`src/rtl/bram_burst_ctrl_if.sv`:
```
// Stream and memory signal bundle for the burst controller.
// The controller side uses the master modport; the producer, consumer and memory side use the slave modport.
interface bram_burst_ctrl_if #(
  parameter int DATA_W = 32,
  parameter int ADDR_W = 32
);
  // Input word stream (producer -> controller)
  logic              s_valid;
  logic              s_ready;
  logic [DATA_W-1:0] s_data;
  logic              s_last;

  // Output word stream (controller -> consumer)
  logic              m_valid;
  logic              m_ready;
  logic [DATA_W-1:0] m_data;
  logic              m_last;

  // Block memory port (controller -> memory; read data comes back)
  logic              wen_s;
  logic              ren_s;
  logic [ADDR_W-1:0] addr_s;
  logic [DATA_W-1:0] datw_s;
  logic [DATA_W-1:0] datr_s;

  modport master (
    input  s_valid, s_data, s_last, m_ready, datr_s,
    output s_ready, m_valid, m_data, m_last, wen_s, ren_s, addr_s, datw_s
  );

  modport slave (
    output s_valid, s_data, s_last, m_ready, datr_s,
    input  s_ready, m_valid, m_data, m_last, wen_s, ren_s, addr_s, datw_s
  );
endinterface

```
`src/rtl/bram_burst_ctrl.sv`:
```
// Burst sequencer in front of a single-port block memory.
// It fills the memory from a valid/ready stream, then replays the stored burst in order.
//
// state       | meaning
// ------------+-----------------------------------------------------------
// ST_FILL     | accepting input words; each accepted word is written at once
// ST_RD_FIRST | one cycle: issue the read of word 0 so its data is ready next
// ST_DRAIN    | presenting datr_s; each handshake prefetches the next word
module bram_burst_ctrl #(
  parameter int DEPTH      = 8,
  parameter int DATA_W     = 32,
  parameter int ADDR_W     = 32,
  parameter int ADDR_SHIFT = 2
) (
  input  logic                   sys_clk,
  input  logic                   sys_rst,
  bram_burst_ctrl_if.master      bus,
  output logic                   busy,
  output logic [$clog2(DEPTH):0] count
);

  localparam int PTR_W = $clog2(DEPTH);
  localparam int CNT_W = PTR_W + 1;
  localparam logic [PTR_W-1:0] LAST_IDX = PTR_W'(DEPTH - 1);

  typedef enum logic [1:0] {
    ST_FILL     = 2'd0,
    ST_RD_FIRST = 2'd1,
    ST_DRAIN    = 2'd2
  } state_t;

  state_t           state_q, state_d;
  logic [PTR_W-1:0] wr_ptr_q, wr_ptr_d;
  logic [PTR_W-1:0] rd_ptr_q, rd_ptr_d;
  logic [CNT_W-1:0] count_q, count_d;
  logic             m_valid_q, m_valid_d;

  logic              s_ready_c;
  logic              wen_c;
  logic              ren_c;
  logic [ADDR_W-1:0] addr_c;
  logic [DATA_W-1:0] datw_c;
  logic              m_last_c;
  logic              busy_c;

  logic [PTR_W-1:0]  rd_next;
  logic              at_last;

  // Word index to byte address; upper address bits stay zero by construction.
  function automatic logic [ADDR_W-1:0] word_addr(input logic [PTR_W-1:0] idx);
    return ADDR_W'(idx) << ADDR_SHIFT;
  endfunction

  assign rd_next = rd_ptr_q + PTR_W'(1);
  assign at_last = m_valid_q && ({1'b0, rd_ptr_q} == (count_q - CNT_W'(1)));

  // State and pointer registers; reset discards any burst in progress.
  always_ff @(posedge sys_clk or posedge sys_rst) begin
    if (sys_rst) begin
      state_q   <= ST_FILL;
      wr_ptr_q  <= '0;
      rd_ptr_q  <= '0;
      count_q   <= '0;
      m_valid_q <= 1'b0;
    end else begin
      state_q   <= state_d;
      wr_ptr_q  <= wr_ptr_d;
      rd_ptr_q  <= rd_ptr_d;
      count_q   <= count_d;
      m_valid_q <= m_valid_d;
    end
  end

  // Next-state logic and the memory and stream strobes, which depend only on the current state and inputs.
  always_comb begin
    state_d   = state_q;
    wr_ptr_d  = wr_ptr_q;
    rd_ptr_d  = rd_ptr_q;
    count_d   = count_q;
    m_valid_d = m_valid_q;
    s_ready_c = 1'b0;
    wen_c     = 1'b0;
    ren_c     = 1'b0;
    addr_c    = '0;
    datw_c    = '0;
    m_last_c  = 1'b0;
    busy_c    = 1'b0;

    case (state_q)
      ST_FILL: begin
        s_ready_c = 1'b1;
        if (bus.s_valid) begin
          wen_c  = 1'b1;
          datw_c = bus.s_data;
          addr_c = word_addr(wr_ptr_q);
          // An explicit s_last and a full memory end the burst the same way.
          if (bus.s_last || (wr_ptr_q == LAST_IDX)) begin
            count_d  = {1'b0, wr_ptr_q} + CNT_W'(1);
            wr_ptr_d = '0;
            state_d  = ST_RD_FIRST;
          end else begin
            wr_ptr_d = wr_ptr_q + PTR_W'(1);
          end
        end
      end

      ST_RD_FIRST: begin
        busy_c    = 1'b1;
        ren_c     = 1'b1;
        addr_c    = '0;
        rd_ptr_d  = '0;
        m_valid_d = 1'b1;
        state_d   = ST_DRAIN;
      end

      ST_DRAIN: begin
        busy_c   = 1'b1;
        m_last_c = at_last;
        // The read of the next word is issued on the handshake, so its data lands exactly when it is presented.
        // While m_ready is low no read is issued and the memory keeps showing the current word.
        if (m_valid_q && bus.m_ready) begin
          if (at_last) begin
            m_valid_d = 1'b0;
            rd_ptr_d  = '0;
            state_d   = ST_FILL;
          end else begin
            ren_c    = 1'b1;
            addr_c   = word_addr(rd_next);
            rd_ptr_d = rd_next;
          end
        end
      end

      default: begin
        state_d = ST_FILL;
      end
    endcase
  end

  assign bus.s_ready = s_ready_c;
  assign bus.wen_s   = wen_c;
  assign bus.ren_s   = ren_c;
  assign bus.addr_s  = addr_c;
  assign bus.datw_s  = datw_c;
  assign bus.m_valid = m_valid_q;
  assign bus.m_data  = bus.datr_s;
  assign bus.m_last  = m_last_c;
  assign busy        = busy_c;
  assign count       = count_q;

endmodule

```
`src/flat_wrapper.sv`:
```
// flat-port wrapper written by rule: the top's interface ports become plain ports
module bram_burst_ctrl_flat 
#(
  parameter int DEPTH      = 8,
  parameter int DATA_W     = 32,
  parameter int ADDR_W     = 32,
  parameter int ADDR_SHIFT = 2
)
  (sys_clk, sys_rst, busy, count, bus_s_valid, bus_s_data, bus_s_last, bus_m_ready, bus_datr_s, bus_s_ready, bus_m_valid, bus_m_data, bus_m_last, bus_wen_s, bus_ren_s, bus_addr_s, bus_datw_s);
  bram_burst_ctrl_if #(.DATA_W(DATA_W), .ADDR_W(ADDR_W)) bus_i ();
  input  logic sys_clk;
  input  logic sys_rst;
  output logic busy;
  output logic [$clog2(DEPTH):0] count;
  input wire logic [$bits(bus_i.s_valid)-1:0] bus_s_valid;
  input wire logic [$bits(bus_i.s_data)-1:0] bus_s_data;
  input wire logic [$bits(bus_i.s_last)-1:0] bus_s_last;
  input wire logic [$bits(bus_i.m_ready)-1:0] bus_m_ready;
  input wire logic [$bits(bus_i.datr_s)-1:0] bus_datr_s;
  output wire logic [$bits(bus_i.s_ready)-1:0] bus_s_ready;
  output wire logic [$bits(bus_i.m_valid)-1:0] bus_m_valid;
  output wire logic [$bits(bus_i.m_data)-1:0] bus_m_data;
  output wire logic [$bits(bus_i.m_last)-1:0] bus_m_last;
  output wire logic [$bits(bus_i.wen_s)-1:0] bus_wen_s;
  output wire logic [$bits(bus_i.ren_s)-1:0] bus_ren_s;
  output wire logic [$bits(bus_i.addr_s)-1:0] bus_addr_s;
  output wire logic [$bits(bus_i.datw_s)-1:0] bus_datw_s;
  assign bus_i.s_valid = bus_s_valid;
  assign bus_i.s_data = bus_s_data;
  assign bus_i.s_last = bus_s_last;
  assign bus_i.m_ready = bus_m_ready;
  assign bus_i.datr_s = bus_datr_s;
  assign bus_s_ready = bus_i.s_ready;
  assign bus_m_valid = bus_i.m_valid;
  assign bus_m_data = bus_i.m_data;
  assign bus_m_last = bus_i.m_last;
  assign bus_wen_s = bus_i.wen_s;
  assign bus_ren_s = bus_i.ren_s;
  assign bus_addr_s = bus_i.addr_s;
  assign bus_datw_s = bus_i.datw_s;
  bram_burst_ctrl #(.DEPTH(DEPTH), .DATA_W(DATA_W), .ADDR_W(ADDR_W), .ADDR_SHIFT(ADDR_SHIFT)) u_core (.sys_clk(sys_clk), .sys_rst(sys_rst), .bus(bus_i), .busy(busy), .count(count));
endmodule
```
`config.mk`:
```
export PLATFORM = sky130hd
export DESIGN_NAME = bram_burst_ctrl_flat
export DESIGN_NICKNAME = d
export VERILOG_FILES = /design/src/rtl/bram_burst_ctrl_if.sv /design/src/rtl/bram_burst_ctrl.sv /design/src/flat_wrapper.sv
export SDC_FILE = /design/constraint.sdc
export NUM_CORES = 1
export LEC_CHECK = 0
export BUFFER_PORTS_ARGS = -buffer_cell sky130_fd_sc_hd__clkbuf_2
export CORE_ASPECT_RATIO = 2
export CORE_MARGIN = 2
export CORE_UTILIZATION = 31
export DETAILED_ROUTE_END_ITERATION = 12
export HOLD_SLACK_MARGIN = 0.06
export PLACE_DENSITY = 0.89
export SLEW_MARGIN = 20
export SYNTH_ARGS = -nofsm -noshare
export SYNTH_HDL_FRONTEND = slang
export SYNTH_SLANG_ARGS = --single-unit
export TNS_END_PERCENT = 30
```
`constraint.sdc`:
```
create_clock -name sys_clk -period 1.6 [get_ports sys_clk]
set_input_delay 0.16 -clock sys_clk [delete_from_list [all_inputs] [get_ports sys_clk]]
set_output_delay 0.16 -clock sys_clk [all_outputs]
set_load 0.005 [all_outputs]
```
==> run summary <==
synthesized-area fraction occupied by adder cells: 5.752%
CP Launch Type: flip-flop
CTS tree: yes
min-delay worst type: in2reg
drt first pass iters: 4
GRT Residual Overflow: 0
CTS Buf Count: 3
Yosys top cell by area: buf_4
violated checks: negative setup slack
XOR/XNOR Fraction of Synth Area: 3.533%
post-route core utilization: 42.47%
largest net degree at the start of global routing: 38
H-Tree Level Count: 1
first-pass GRT wire length: 5692 um
Routed WL: 4446 um
worst slew pin tran: 0.5436 ns
Fin. Hold Viols: 0
simple-gate share of the synthesized area: 21.04%
Static Leakage: 1.223 nW
Netlist cell types: 33
gpl congestion: 0.9122
max_cap viols: 0
ant diodes: 0
Syn Area/Cell: 8.321 sq um
DR vias/cell: 4.730
Synth Register Bits: 13
Seq/Total Area, Yosys: 21.36%
Core Area: 4820 sq um
Setup Skew: 0.001929 ns
fmax: 498.3 MHz
# rows: 36
Post-synth EDFFs: 0
unrepaired setup endpoints after global routing: yes
yosys warns: 0
mux cell area share after synthesis: 2.219%
drc violations: 0
Area contributors post-synth: buf_4 30%, dfrtp_1 21%, and3_1 14%
crit share post-route: 125.4%
Final Worst Setup Slack: -0.4068 ns
Initial DRC Count: 33
largest family of logic cells by synthesized area: buffers and inverters
Routed WL per cell: 14.30 um
Root Buffer: clkbuf_8
share of cells above drive strength 1: 52.76%
die footprint: 5522 sq um
Synth top area share: 30.07%
CP endpoint kind: output pin
cell count after synthesis: 183
Rel. slew slack: 63.72%
Final HPWL DP: 3152 um
vias in the first global route: 1243
CTS Buffer Depth: 2
Synth top cells by count: 61 x buf_4, 34 x and3_1, 13 x dfrtp_1
worst vdd ir: 0.0003845 V
GRT Total Usage: 14.54%
synthesis-to-layout area growth: 34.43%
CTS clk-pin slew, worst paths: 0.06 ns
final max-slew violation count: 0
clock tree sinks: 13
ys flop type: dfrtp_1
Synth Area in Compound Gates: 12.00%
pre-CTS WS: -0.1861 ns
Synth async-reset ratio: 100.0%
Reg area: 325.3 sq um
clk_lat worst skew: 0.25 ns
starting density of the core: 31.59%
setup TNS: -2.672 ns
Vias: 1471
Syn Std Cell Area: 1523 sq um
Port Buffers: 81
Cell Pwr Density: 527.0 nW/um^2
Crit path required time: 1.44 ns
antenna violations before repair: 0
Die Wd: 53.56 um
Fill cells: 486
largest fanout on the critical path: 3
area of the multi-input gates: 930.9 sq um
NumNets Final: 331
kind of critical path: reg2out
status: finished with violations
fin crit period: 2.007 ns
Routed Antenna Nets: 0
Die Height: 103.1 um
Final setup violation count: 9
IO Pins: 175
Critical Path AT: 1.85 ns
count leader, synth: buf_4
[report_power, final]
group | internal (mW) | leakage [nW] | switching [mW]
Sequential | 0.353 | 0.167 | 0.0340
Combinational | 0.182 | 1.03 | 0.204
Clock | 0.177 | 0.0228 | 0.129
[placed cells by master, fill, tap and decap left out, types with 2 or more instances in the layout]
cell and instances:
nor2_1 3, inv_1 4, clkbuf_2 79, inv_2 4
mux2_2 3, buf_2 2, nand2_1 8, a22o_1 4
ha_1 5, ha_4 2, o21ai_1 4, clkbuf_8 3
buf_6 3, o21ai_4 2, dfrtp_1 13, a21oi_1 2
buf_4 20, o21ai_0 4, o31ai_4 2, conb_1 29
nand3_1 2, and3_1 33
[registers in the layout, summed over array words and instances (netlist names)]
register            flops
u_core.rd_ptr_q         3
u_core.count            4
u_core.wr_ptr_q         3
u_core.state_q          2
u_core.bus.m_valid      1
[per-stage QoR]
stage / hold slack, ns / power [mW] / cell area, sq um / std cells
finish: 0.1427 / 1.079 / 2047 / 311
global route: 0.1511 / 1.135 / 2047 / 311
CTS: 0.1239 / 1.056 / 1944 / 306
detailed placement: 0.2033 / 0.6877 / 1770 / 299
global placement: 0.1875 / 0.6789 / 1770 / 299
floorplan: 0.03696 / 0.6704 / 1632 / 211
[routing by layer]
metal  wire (um)  vias to the layer above  share of wire, %  global-route usage, %
met5           0                        -                 0                      0
met4         306                        0               6.9                  14.99
met3         349                       29               7.8                  2.754
met2        2456                       98                55                  24.98
met1        1333                      660                30                  13.02
li1            -                      684                 -                      -
[critical path, stage by stage (launching register included)]
cell and delay, ns:
dfrtp_1 0.39, or4_4 0.55, and4_4 0.22, a21boi_4 0.18, a22o_1 0.15, clkbuf_2 0.11
[worst paths after layout]
path / startpoint / to / slack (ns) / cells past startpoint
setup / recovery: u_core.count[2] / bus_addr_s[3] / -0.41 / 5
hold / removal: bus_m_ready / u_core.bus.m_valid / 0.14 / 2
setup reg to reg: u_core.count[0] / u_core.state_q[1] / -0.29 / 8
hold reg to reg: u_core.wr_ptr_q[2] / u_core.wr_ptr_q[2] / 0.58 / 1
max in group asynchronous: sys_rst / u_core.state_q[0] / 0.76 / 3
min in group asynchronous: sys_rst / u_core.rd_ptr_q[0] / 0.48 / 3
[what timing repair did]
item / 4_1_cts / 5_1_grt
gates resized for setup: 21 / 12
setup buffers: 2 / 4
hold endpoints to repair: 13 / 0
setup endpoints to repair: 13 / 46
pin swaps: 12 / 7
hold buffers: 1 / 0
gates cloned: 0 / 1
[kinds of logic (layout without fill, tap and decap cells)]
family                   after synthesis  after routing
buffers and inverters                 76            119
AND/OR/NAND/NOR                       54             54
AO/OA/AOI/OAI                         25             25
flip-flops                            13             13
adder cells (fa/ha/maj)                7              7
XOR/XNOR                               4              4
multiplexers                           3              3
other                                  1             29
[layout make-up]
type,instances,area share [%]
sequential,13,15.89
inverter,8,1.467
timing repair buffer,107,31.48
multi-input combinational,122,45.48
tap,57,3.484
clock buffer,4,2.200
Power figures use the tool's default switching activity.
